**src/rtl/idelay_pkg.sv**
```systemverilog
// Shared types for the IDELAYE2 tap controller and the delay-line test tops.
package idelay_pkg;

  localparam int TAP_W_DEF = 5;

  typedef logic [TAP_W_DEF-1:0] tap_t;

  typedef enum logic [2:0] {
    S_WAIT_RDY,
    S_INIT,
    S_IDLE,
    S_STEP,
    S_LOAD,
    S_SETTLE,
    S_VERIFY
  } state_e;

  // Where SETTLE hands control back to once the delay line has settled.
  typedef enum logic [1:0] {
    RET_IDLE,
    RET_STEP,
    RET_VERIFY
  } ret_e;

endpackage

```
**src/rtl/idelay_tap_ctrl_rdy_sync.sv**
```systemverilog
// Two-flop synchronizer for the asynchronous IDELAYCTRL RDY input.
module rdy_sync (
  input  logic clk,
  input  logic rst_n,
  input  logic i_async,
  output logic o_sync
);

  logic [1:0] r_sync;

  // Shift the async level through two flops; cleared to "not ready" on reset.
  always_ff @(posedge clk or negedge rst_n) begin
    if (!rst_n) r_sync <= '0;
    else        r_sync <= {r_sync[0], i_async};
  end

  assign o_sync = r_sync[1];

endmodule

```
**src/rtl/idelay_tap_ctrl.sv**
```systemverilog
// IDELAYE2 variable-tap controller: steps or loads the delay line to a
// requested tap, settles after every change, then checks CNTVALUEOUT.
// All outputs are registered from the next-state logic, so the strobe for
// a state is visible in the same cycle the state register holds it.
module idelay_tap_ctrl
  import idelay_pkg::*;
#(
  parameter int TAP_W         = TAP_W_DEF,
  parameter int MAX_TAP       = 31,
  parameter int SETTLE_CYCLES = 4
) (
  input  logic             clk,
  input  logic             rst_n,
  input  logic             ctrl_rdy,
  input  logic             req_valid,
  output logic             req_ready,
  input  logic [TAP_W-1:0] req_tap,
  input  logic             req_load,
  output logic             done,
  output logic             busy,
  output logic [TAP_W-1:0] cur_tap,
  output logic             err,
  output logic             dly_ce,
  output logic             dly_inc,
  output logic             dly_ld,
  output logic [TAP_W-1:0] dly_cntvaluein,
  input  logic [TAP_W-1:0] dly_cntvalueout
);

  localparam int CNT_W = (SETTLE_CYCLES > 1) ? $clog2(SETTLE_CYCLES) : 1;
  localparam logic [TAP_W-1:0] MAX_T = TAP_W'(MAX_TAP);

  state_e             r_state, w_state_n;
  ret_e               r_ret, w_ret_n;
  logic [TAP_W-1:0]   r_tgt, w_tgt_n;
  logic [CNT_W-1:0]   r_cnt, w_cnt_n;
  logic [TAP_W-1:0]   w_cur_n, w_cvin_n, w_clamp, w_eval_tgt;
  logic               w_ce_n, w_inc_n, w_ld_n, w_done_n, w_err_n;
  logic               w_go_step, w_go_verify, w_rdy, w_servicing;

  rdy_sync u_rdy_sync (
    .clk    (clk),
    .rst_n  (rst_n),
    .i_async(ctrl_rdy),
    .o_sync (w_rdy)
  );

  assign w_clamp     = (req_tap > MAX_T) ? MAX_T : req_tap;
  // In IDLE the target is being latched this cycle, so step from the fresh value.
  assign w_eval_tgt  = (r_state == S_IDLE) ? w_clamp : r_tgt;
  assign w_servicing = (r_state == S_STEP) || (r_state == S_LOAD) ||
                       ((r_state == S_SETTLE) && (r_ret != RET_IDLE));

  // Next state plus next values of every registered output.
  always_comb begin
    w_state_n   = r_state;
    w_ret_n     = r_ret;
    w_tgt_n     = r_tgt;
    w_cnt_n     = r_cnt;
    w_cur_n     = cur_tap;
    w_ce_n      = 1'b0;
    w_inc_n     = 1'b0;
    w_ld_n      = 1'b0;
    w_cvin_n    = '0;
    w_done_n    = 1'b0;
    w_err_n     = err;
    w_go_step   = 1'b0;
    w_go_verify = 1'b0;

    case (r_state)
      S_WAIT_RDY: if (w_rdy) begin
        w_state_n = S_INIT;
        w_ld_n    = 1'b1;
        w_cur_n   = '0;
        w_ret_n   = RET_IDLE;
      end
      S_IDLE: if (req_valid) begin
        w_tgt_n = w_clamp;
        if (req_load) begin
          w_state_n = S_LOAD;
          w_ld_n    = 1'b1;
          w_cvin_n  = w_clamp;
          w_cur_n   = w_clamp;
          w_ret_n   = RET_VERIFY;
        end else begin
          w_ret_n   = RET_STEP;
          w_go_step = 1'b1;
        end
      end
      S_INIT, S_STEP, S_LOAD: begin
        w_state_n = S_SETTLE;
        w_cnt_n   = '0;
      end
      S_SETTLE: begin
        if (r_cnt == CNT_W'(SETTLE_CYCLES - 1)) begin
          case (r_ret)
            RET_IDLE: w_state_n   = S_IDLE;
            RET_STEP: w_go_step   = 1'b1;
            default:  w_go_verify = 1'b1;
          endcase
        end else begin
          w_cnt_n = r_cnt + CNT_W'(1);
        end
      end
      S_VERIFY: w_state_n = S_IDLE;
      default:  w_state_n = S_WAIT_RDY;
    endcase

    // A step that is already on target costs no cycle: go straight to VERIFY.
    if (w_go_step) begin
      if (w_eval_tgt == cur_tap) begin
        w_go_verify = 1'b1;
      end else begin
        w_state_n = S_STEP;
        w_ce_n    = 1'b1;
        w_inc_n   = (w_eval_tgt > cur_tap);
        w_cur_n   = (w_eval_tgt > cur_tap) ? cur_tap + TAP_W'(1) : cur_tap - TAP_W'(1);
      end
    end

    if (w_go_verify) begin
      w_state_n = S_VERIFY;
      w_done_n  = 1'b1;
      if (dly_cntvalueout != cur_tap) w_err_n = 1'b1;
    end

    // Losing IDELAYCTRL readiness overrides everything; INIT re-zeros later.
    if (!w_rdy && (r_state != S_WAIT_RDY)) begin
      w_state_n = S_WAIT_RDY;
      w_tgt_n   = r_tgt;
      w_cur_n   = cur_tap;
      w_ce_n    = 1'b0;
      w_inc_n   = 1'b0;
      w_ld_n    = 1'b0;
      w_cvin_n  = '0;
      w_done_n  = 1'b0;
      if (w_servicing) w_err_n = 1'b1;
    end
  end

  // State, bookkeeping and registered outputs.
  always_ff @(posedge clk or negedge rst_n) begin
    if (!rst_n) begin
      r_state        <= S_WAIT_RDY;
      r_ret          <= RET_IDLE;
      r_tgt          <= '0;
      r_cnt          <= '0;
      req_ready      <= 1'b0;
      done           <= 1'b0;
      busy           <= 1'b1;
      cur_tap        <= '0;
      err            <= 1'b0;
      dly_ce         <= 1'b0;
      dly_inc        <= 1'b0;
      dly_ld         <= 1'b0;
      dly_cntvaluein <= '0;
    end else begin
      r_state        <= w_state_n;
      r_ret          <= w_ret_n;
      r_tgt          <= w_tgt_n;
      r_cnt          <= w_cnt_n;
      req_ready      <= (w_state_n == S_IDLE);
      done           <= w_done_n;
      busy           <= (w_state_n != S_IDLE);
      cur_tap        <= w_cur_n;
      err            <= w_err_n;
      dly_ce         <= w_ce_n;
      dly_inc        <= w_inc_n;
      dly_ld         <= w_ld_n;
      dly_cntvaluein <= w_cvin_n;
    end
  end

endmodule
```
**config.mk**
```make
export PLATFORM = sky130hd
export DESIGN_NAME = idelay_tap_ctrl
export DESIGN_NICKNAME = d
export VERILOG_FILES = /design/src/rtl/idelay_pkg.sv /design/src/rtl/idelay_tap_ctrl_rdy_sync.sv /design/src/rtl/idelay_tap_ctrl.sv
export SDC_FILE = /design/constraint.sdc
export NUM_CORES = 1
export LEC_CHECK = 0
export ABC_AREA = 1
export CORE_UTILIZATION = 53
export DETAILED_ROUTE_END_ITERATION = 8
export PLACE_DENSITY_LB_ADDON = 0.15
export SLEW_MARGIN = 20
export SYNTH_ARGS = -nofsm -noshare
export SYNTH_HDL_FRONTEND = slang
export SYNTH_HIERARCHICAL = 1
export SYNTH_SLANG_ARGS = --single-unit
```
**constraint.sdc**
```tcl
create_clock -name clk -period 4.2 [get_ports clk]
set_input_delay 1.05 -clock clk [delete_from_list [all_inputs] [get_ports clk]]
set_output_delay 1.05 -clock clk [all_outputs]
set_load 0.02 [all_outputs]
```
[Word level (Yosys, flattened, before mapping)]
Index checks and enable logic that the tools add are counted.
Operators by class
  add/sub/neg operators: 3
  order comparisons: 2
  equal/unequal tests: 15
  multiplexer cells: 56
  bitwise logic cells: 1
  reduce and logical (&&, ||, !) cells: 16
Operators by type and width (number)
  $mux W5: 12
  $mux W3: 9
  $mux W1: 25
  $pmux W3 S5: 1
  $pmux W5 S2: 1
  $eq A3 B2 Y1 const B: 3
  $eq A3 B3 Y1 const B: 3
  $mux W2: 4
  $pmux W2 S2: 2
  $reduce_and A3 Y1: 2
  $reduce_bool A2 Y1: 3
  $add A5 B1 Y5 const B: 1
  $eq A5 B5 Y1: 1
  $gt A5 B5 Y1: 1
  $gt A5 B5 Y1 const B: 1
  $ne A5 B5 Y1: 1
  $sub A5 B1 Y5 const B: 1
  $ne A2 B2 Y1 const B: 2
  $pmux W1 S2: 2
  $eq A3 B1 Y1 const B: 1
  $logic_not A3 Y1: 1
  $ne A3 B2 Y1 const B: 1
  $reduce_bool A3 Y1: 1
  $reduce_or A3 Y1: 1
  11 further kinds: 13
Word-level totals
  flip-flop bits (word level): 31
  input port bits: 15
  word-level logic and storage cells: 107

[Longest topological paths before layout]
Gate-level depths: netlist (run 1).
  word-level depth: 10
  gate-level depth with buffers: 21

[Cells and area by module]
The synthesis (run 1) kept the hierarchy.
By module, submodules not included
  idelay_tap_ctrl: times used 1, cells each 226, area an instance 1806.7 sq um, seq. area each 726.9 sq um
  rdy_sync: times used 1, cells each 2, area an instance 50.0 sq um, seq. area each 50.0 sq um

[Worst setup path after synthesis (run 1)]
No wires, ideal clock.
  kind: input port to flip-flop
  from: input port req_tap[4]
  to: register cur_tap[4]
  setup time: 0.077 ns
  arrival time: 2.910 ns
  data required time: 4.123 ns
  slack: 1.213 ns
  stages on the path: 14
  path buffers: 0
  path through: inv_1 o21ai_0 ha_1 a21oi_1 nand3_1 nand2_1 inv_1 fa_1 nand3b_1 nand2_1 nand2_1 nand3_1 nand3_2 a21oi_1
Between the ends
  cells in the longest elaborated chain, start to end: 7
  elaborated cells on any way between the ends: 11
RTL lines
  from (decl): line idelay_tap_ctrl.sv:17  | input logic [TAP_W-1:0] req_tap,
  $gt A5 B5 Y1: line idelay_tap_ctrl.sv:48  | assign w_clamp = (req_tap > MAX_T) ? MAX_T : req_tap;
  $mux W5 *: line idelay_tap_ctrl.sv:48
  $mux W5 (on tied branches): line idelay_tap_ctrl.sv:50, idelay_tap_ctrl.sv:79
  $gt A5 B5 Y1 or $mux W5 (tied branches): line idelay_tap_ctrl.sv:117, idelay_tap_ctrl.sv:77
  $mux W5 or $pmux W5 S2 (tied branches): line idelay_tap_ctrl.sv:117, idelay_tap_ctrl.sv:70
  $mux W5: line idelay_tap_ctrl.sv:111  | if (w_eval_tgt == cur_tap) begin
  $mux W5 *: line idelay_tap_ctrl.sv:110  | if (w_go_step) begin
  to (signal assigned): line idelay_tap_ctrl.sv:165  | cur_tap <= w_cur_n;
  to (decl): line idelay_tap_ctrl.sv:21  | output logic [TAP_W-1:0] cur_tap,
Mark *: on every way between the ends. The rest lies on a longest branch, timed or not.
A chain may end at the register's enable or synchronous reset.

[Final worst setup path (run 1)]
Same ends and word-level chain as after synthesis.

==> metrics.md, run 1 <==
| Metric | Value |
|---|---|
| Sw power | ~0.00047 W |
| Setup slack, reg-to-reg | slightly below 900 ps |
| Max Clock Freq | 297 MHz |
| Min-delay worst type | flip-flop to flip-flop |
| Detailed placement HPWL | 3090 um |
| Endpoints failing setup | 0 |
| Drt total wl | 3990 um |
| DIE AREA | 3740 um^2 |
| FP Rows | 21 |
| Mean Syn Cell Area | between 8 and 9 um^2 |
| Worst hold start | u_rdy_sync/r_sync[0]$_DFF_PN0_ |
| Initial Utilization | between 50% and 60% |
| Fin area | 2280 um^2 |
| CTS root buffer | clkbuf_4 |
| Diode count | 0 |
| Nets | 290 |
| Final hold vios | 0 |
| Hold path cells | 0 |
| Post-synthesis adder-cell area fraction | 7.14% |
| Synth cell types | 30 |
| Tmin final | 3370 ps |
| Wire per inst | between 10 and 15 um |
| Post-synth ARST share | 100% |
| Comb power frac | 46.5% |
| Yosys reg bits | 31 |
| Design Power | 0.00110 W |
| R2r startpoint | r_state[0]$_DFF_PN0_ |
| Compound-cell area share of the yosys netlist | under 10% |
| Setup Buffers After CTS | 0 |
| Clk_lat worst skew | 340 ps |
| Worst setup SP type | input port |
| Global-route wire length before repair | 6360 um |
| Initial detailed-routing violation count | 101 |
| Syn_nets | 253 |
| Die Height | roughly 60 um |
| Via count | 1590 |
| R2R cell count | 19 |
| Post-synthesis xor/xnor area fraction | 2.83% |
| CTS tree | yes |
| PostCTS Resize Cnt | 0 |
| Worst Skew | 10.8 ps |
| Setup crit end kind | flip-flop |
| Slew @ Worst Pin | 393 ps |
| Cell area after synthesis | 1860 um^2 |
| DIE WIDTH | roughly 61 um |
| Via density | 5.10 |
| Top FF cell, synth | dfrtp_1 |
| # DRC | 0 |
| Synth-to-layout area growth | 22.7% |
| Mapped Cells | 228 |
| Max IR drop VDD | between 300 and 400 uV |
| Power Dens Cells | ~480 nW/um^2 |
| Overflow after GRT | 0 |
| Fin. max-slew vios | 0 |
| Switching share of power | 42.8% |
| Core footprint | 3340 um^2 |
| Post-synthesis mux area share | 0% |
| Total GRT Usage | 24.5% |
| Placed cell areas | 2210 um^2 |
| Sequential share of power | 35.3% |
| Largest net degree at the start of global routing | 32 |
| Final ANT Viol Nets | 0 |
| Critical path arrival | approximately 3600 ps |
| Pre-antenna DRT Iters | 4 |
| Number of synthesized flops with an enable pin | 0 |
| Clock Pin Slew Worst Setup and Hold Paths | ~90 ps |
| Syn. warnings | 6 |
| Clock share of power | 18.1% |
| Vias in the first global route | 1392 |
| Number of H-tree levels | 2 |
| Setup TNS | 0 ps |
| Clock Sinks | 31 |
| Worst Setup Path Type | input port to flip-flop |
| RSZ-0062 raised after global routing | no |
| Number of hold buffers added after CTS | 0 |
| Period utilization | 80.2% |
| Worst r2r dst | cur_tap[4]$_DFFE_PN0N_ |
| Simple-gate share of the synthesized area | 30.5% |
| Status | completed |
| Main combinational cell family by area after synthesis | simple AND/OR/NAND/NOR gates |
| Leak Pwr | approximately 1.1 nW |
| Crit path max fanout | 5 |
| Final core utilization | between 60% and 70% |
| I/O pin cnt | 32 |
| Routability cong. | 0.867 |
| Rel. slew slack | roughly 74% |
| P_int | roughly 0.00063 W |
| Clk buf depth | 2 |
| Register area share after synthesis | approximately two fifths |
| Worst EP required | about 4500 ps |
| Initial antenna violation count | 0 |
| Share of cells above drive strength 1 | 15.4% |
| Count of input and output buffers | 31 |
| Hold Path Sink | u_rdy_sync/r_sync[1]$_DFF_PN0_ |
| MaxCap Viol Count | 0 |
| Num CTS Buffers | 5 |
-- worst max-delay path, stage by stage --
cell             delay (ps)
clkdlybuf4s50_1         480
inv_1                    60
o21ai_0                 170
ha_1                    270
a21oi_1                 210
nand3_1                 130
nand2_1                 170
inv_1                    70
fa_1                    400
nand3b_1                190
nand2_1                  80
nand2_1                  60
nand3_1                 110
nand3_2                  70
a21oi_1                 110
-- cells in the mapped netlist, types with 2 or more instances --
master   instances  area, um^2
nand3_2          5        50.1
nor2_4           3        33.8
xor2_1           3        26.3
nand2_1         53         199
buf_6            2        22.5
nand2_4          3        33.8
o21ai_0          8        40.0
nand3_1         21         105
dfrtp_1         30         751
ha_1             9         113
xnor2_1          3        26.3
nand2_2          4        25.0
nor2_1          15        56.3
a21oi_1          9        45.0
o21ai_1          7        35.0
nor2_2           6        37.5
inv_2            5        18.8
inv_1           30         113
-- layout make-up --
class                      instances  area, um^2
fill                             292        1060
sequential                        31         777
inverter                          36         136
clock buffer                       8        68.8
tap                               46        57.6
timing repair buffer              32         318
multi-input combinational        159         921
-- kinds of logic (layout without fill, tap and decap cells) --
family | after synthesis | after routing
xor gates and xnor gates | 6 | 6
and+or+nand+nor | 114 | 114
buffers and inverters | 38 | 76
AOI/OAI and AO/OA | 29 | 29
DFF | 31 | 31
adders and majority gates | 10 | 10
-- routing by layer --
metal,GRT usage [%],up-vias,wire length [um]
li1,-,805,-
met1,31.8,750,1860
met2,39.8,29,1950
met3,6.51,6,132
met4,8.44,0,53
met5,0,-,0
-- placed cells by master (no fill, tap or decap) --
cell type	instances
dfrtp_1	30
a21oi_2	1
nand3_2	5
clkdlybuf4s50_1	31
inv_1	30
nand4_1	1
a31oi_2	1
nand3b_1	1
xnor2_1	3
and3_1	1
inv_2	5
ha_1	9
clkinv_2	1
fa_1	1
nor2_2	6
nand3_1	21
xor2_1	3
nand2_2	4
o21ai_0	8
buf_4	1
nor2_4	3
clkbuf_1	1
nor2_1	15
a21oi_1	9
dfstp_2	1
clkbuf_4	5
o21ai_2	1
o21ai_1	7
nand2_1	53
clkbuf_8	2
o22ai_1	1
nand2_4	3
o211ai_2	1
or2_2	1
-- worst max-delay path by stage --
stage,cells after the start,end,startpoint,slack [ps]
floorplan,14,cur_tap[4]$_DFFE_PN0N_,req_tap[4],1210
global placement,17,cur_tap[4]$_DFFE_PN0N_,req_tap[2],560
detailed placement,17,cur_tap[4]$_DFFE_PN0N_,req_tap[2],470
CTS,17,cur_tap[4]$_DFFE_PN0N_,req_tap[2],820
global route,19,cur_tap[4]$_DFFE_PN0N_,r_state[0]$_DFF_PN0_,570
finish,15,cur_tap[4]$_DFFE_PN0N_,req_tap[4],830
-- state kept, by name, summed over array words and instances, names as in the netlist --
| register | flops |
|---|---|
| dly_cntvaluein | 5 |
| r_tgt | 5 |
| busy | 1 |
| cur_tap | 5 |
| r_state | 3 |
| req_ready | 1 |
| u_rdy_sync/r_sync | 2 |
| dly_ld | 1 |
| r_ret | 2 |
| dly_ce | 1 |
| err | 1 |
| done | 1 |
| dly_inc | 1 |
| r_cnt | 2 |
-- power by group through the flow --
stage	sequential, W	clock (W)	combinational (W)
after global placement	0.000394	0	0.000494
after CTS	0.000388	0.000202	0.000511
after global routing	0.000395	0.000217	0.000581
after detailed placement	0.000393	0	0.000510
final	0.000389	0.000199	0.000511
after floorplan	0.000399	0	0.000370
-- through the flow --
stage / hold slack, ps / setup slack [ps] / cells
after global placement: 336 / 563 / 304
final: 358 / 832 / 312
after CTS: 361 / 824 / 312
after floorplan: 331 / 1210 / 228
after detailed placement: 339 / 473 / 304
after global routing: 381 / 571 / 312
(Power assumes the default switching activity.)
==> run 2, diff against run 1 <==
==> constraint.sdc (replaced) <==
create_clock -name clk -period 3.54 [get_ports clk]
set_input_delay 0.885 -clock clk [delete_from_list [all_inputs] [get_ports clk]]
set_output_delay 0.885 -clock clk [all_outputs]
set_load 0.02 [all_outputs]
==> run 2 against run 1 <==
Against the previous run:
- critical path depth is 2 higher
- final cell count is 0.32% higher
- sequential power rose by 19%
- flip-flop and latch count is the same
- sequential share of layout area rose by 0.056 points
- first-iteration DRC count decreased by 12%
- utilization is 0.11 points lower
- die area unchanged
==> metrics.md, run 2 (synthesized netlist as in run 1, its figures left out) <==
| Metric | Value |
|---|---|
| FP Rows | 21 (unchanged) |
| Fin. max-slew vios | 0 (unchanged) |
| Pre-antenna DRT Iters | 4 (unchanged) |
| MaxCap Viol Count | 0 (unchanged) |
| Core footprint | 3340 um^2 (unchanged) |
| Most common cell after layout, fill and taps aside | nand2_1 (unchanged) |
| Largest net degree at the start of global routing | 32 (unchanged) |
| Crit path max fanout | 5 (unchanged) |
| Number of hold buffers added after CTS | 0 (unchanged) |
| Max Clock Freq | approximately 310 MHz |
| Total GRT Usage | 24.2% (was 24.5%) |
| Via density | 5.06 (was 5.10) |
| Min-delay worst type | flip-flop to flip-flop (unchanged) |
| Via count | 1585 (was 1590) |
| Critical path arrival | 3510 ps (was 3640 ps) |
| Initial detailed-routing violation count | 89 (was 101) |
| Design Power | 0.00128 W (was 0.00110 W) |
| Wire per inst | 12.7 um (was 12.8 um) |
| # fillers | 289 (was 292) |
| Final core utilization | 68.2% (was 68.3%) |
| Clk_lat worst skew | 340 ps (about the same) |
| Placed cell areas | 2220 um^2 (was 2210 um^2) |
| R2r startpoint | r_state[0]$_DFF_PN0_ (unchanged) |
| Tmin final | 3240 ps |
| R2R cell count | 19 (unchanged) |
| Status | completed (unchanged) |
| Met2 Usage GRT | 39.4% (was 39.8%) |
| Hold slack final | 361 ps (was 358 ps) |
| DIE WIDTH | 61.2 um (unchanged) |
| Reg area | 777 um^2 (unchanged) |
| Clock Sinks | 31 (unchanged) |
| Overflow after GRT | 0 (unchanged) |
| Fin area | 2270 um^2 (was 2280 um^2) |
| RSZ-0062 raised after global routing | no (unchanged) |
| Initial antenna violation count | 0 (unchanged) |
| Setup slack, reg-to-reg | 350 ps (was 880 ps) |
| Global-route wire length before repair | 6490 um (was 6360 um) |
| Vias in the first global route | 1479 (was 1392) |
| CTS tree | yes (unchanged) |
| Worst setup SP type | input port (unchanged) |
| PostCTS Resize Cnt | 0 (unchanged) |
| Drt total wl | 3980 um (was 3990 um) |
| Met1 Track Usage GR | 31.2% (was 31.8%) |
| Initial Utilization | 55.6% (unchanged) |
| Clock Pin Slew Worst Setup and Hold Paths | 120 ps (was 90 ps) |
| Worst Setup SP | req_tap[1] (was req_tap[4]) |
| Worst Setup Path Type | input port to flip-flop (unchanged) |
| Setup Buffers After CTS | 0 (unchanged) |
| Routability cong. | 0.852 (was 0.867) |
| Count of input and output buffers | 31 (unchanged) |
| Endpoints failing setup | 0 (unchanged) |
| Most Crowded Layer GR | met2 (unchanged) |
| Final setup margin | 295 ps (was 832 ps) |
| Power Dens Cells | 561 nW/um^2 (was 482 nW/um^2) |
| Diode count | 0 (unchanged) |
| Worst Skew | 17.0 ps (was 10.8 ps) |
| CTS root buffer | clkbuf_4 (unchanged) |
| GR Layer Usage met3 | 4.62% (was 6.51%) |
| Max IR drop VDD | 389 uV (was 305 uV) |
| Slew @ Worst Pin | 390 ps (was 393 ps) |
| DIE AREA | 3740 um^2 (unchanged) |
| Number of H-tree levels | 2 (unchanged) |
| Final hold vios | 0 (unchanged) |
| Leak Pwr | 1.14 nW (was 1.15 nW) |
| Clk buf depth | 2 (unchanged) |
| Worst EP required | 3810 ps (was 4470 ps) |
| Rel. slew slack | 74.0% (was 73.8%) |
| Worst Setup EP | cur_tap[4]$_DFFE_PN0N_ (unchanged) |
| Setup crit end kind | flip-flop (unchanged) |
| Worst r2r dst | cur_tap[4]$_DFFE_PN0N_ (unchanged) |
| Share of cells above drive strength 1 | 16.1% (was 15.4%) |
| Num CTS Buffers | 5 (unchanged) |
| Place WS | -58.1 ps (was 473 ps) |
| Most frequent cells in the layout | nand2_1 (53), clkdlybuf4s50_1 (31), inv_1 (30), dfrtp_1 (30), nand3_1 (21) (unchanged) |
| # DRC | 0 (unchanged) |
| Largest registers | cur_tap (5), dly_cntvaluein (5), r_tgt (5) (unchanged) |
| Area of the multi-input gates | 921 um^2 (unchanged) |
| Nets | 291 (was 290) |
| Detailed placement HPWL | 3060 um (was 3090 um) |
| Final ANT Viol Nets | 0 (unchanged) |
| I/O pin cnt | 32 (unchanged) |
| Period utilization | between 90 and 100% |
| Die Height | 61.2 um (unchanged) |
| Synth-to-layout area growth | 22.5% (was 22.7%) |
-- run 2: cell type report --
cell class	instances	share of cell area [%]
clock buffer	5	1.65
clock inverter	3	0.880
inverter	36	6.00
multi-input combinational	159	40.5
sequential	31	34.2
tap	46	2.53
timing repair buffer	33	14.3
-- run 2: routing by layer --
metal | share of wire [%] | vias up | wire length, um
met3 | 3.3 | 9 | 132
li1 | - | 800 | -
met4 | 2.2 | 0 | 89
met2 | 48 | 28 | 1910
met1 | 47 | 748 | 1850
met5 | 0 | - | 0
-- run 2: power by group --
| part | internal, W | total [W] | switching [W] | leakage (nW) |
|---|---|---|---|---|
| sequential | 0.000402 | 0.000463 | 0.0000604 | 0.410 |
| combinational | 0.000224 | 0.000602 | 0.000378 | 0.707 |
| clock | 0.0000758 | 0.000211 | 0.000135 | 0.0272 |
-- run 2: critical path, cell delays in order --
cell and delay (ps):
clkdlybuf4s50_1 500, inv_1 60, o21ai_0 220, ha_1 270, nand2_1 60, nor2_1 50
nand2_1 90, nand3_1 90, nand2_1 180, inv_1 80, fa_1 400, nand3b_1 200
nand3_1 120, nand2_1 70, nand2_1 80, nand3_2 60, a21oi_1 120
-- run 2: worst min-delay path by stage --
stage                                         startpoint                             end  slack, ps  depth (start not counted)
after floorplan           u_rdy_sync/r_sync[0]$_DFF_PN0_  u_rdy_sync/r_sync[1]$_DFF_PN0_        330                          0
after global placement    u_rdy_sync/r_sync[0]$_DFF_PN0_  u_rdy_sync/r_sync[1]$_DFF_PN0_        340                          0
after detailed placement  u_rdy_sync/r_sync[0]$_DFF_PN0_  u_rdy_sync/r_sync[1]$_DFF_PN0_        340                          0
after CTS                 u_rdy_sync/r_sync[0]$_DFF_PN0_  u_rdy_sync/r_sync[1]$_DFF_PN0_        360                          0
after global routing      u_rdy_sync/r_sync[0]$_DFF_PN0_  u_rdy_sync/r_sync[1]$_DFF_PN0_        390                          0
final                     u_rdy_sync/r_sync[0]$_DFF_PN0_  u_rdy_sync/r_sync[1]$_DFF_PN0_        360                          0
-- run 2: stage by stage --
step           cells  setup TNS, ps
4_1_cts          313              0
5_1_grt          313              0
3_3_place_gp     305              0
3_5_place_dp     305          -58.1
2_1_floorplan    228              0
6_report         313              0
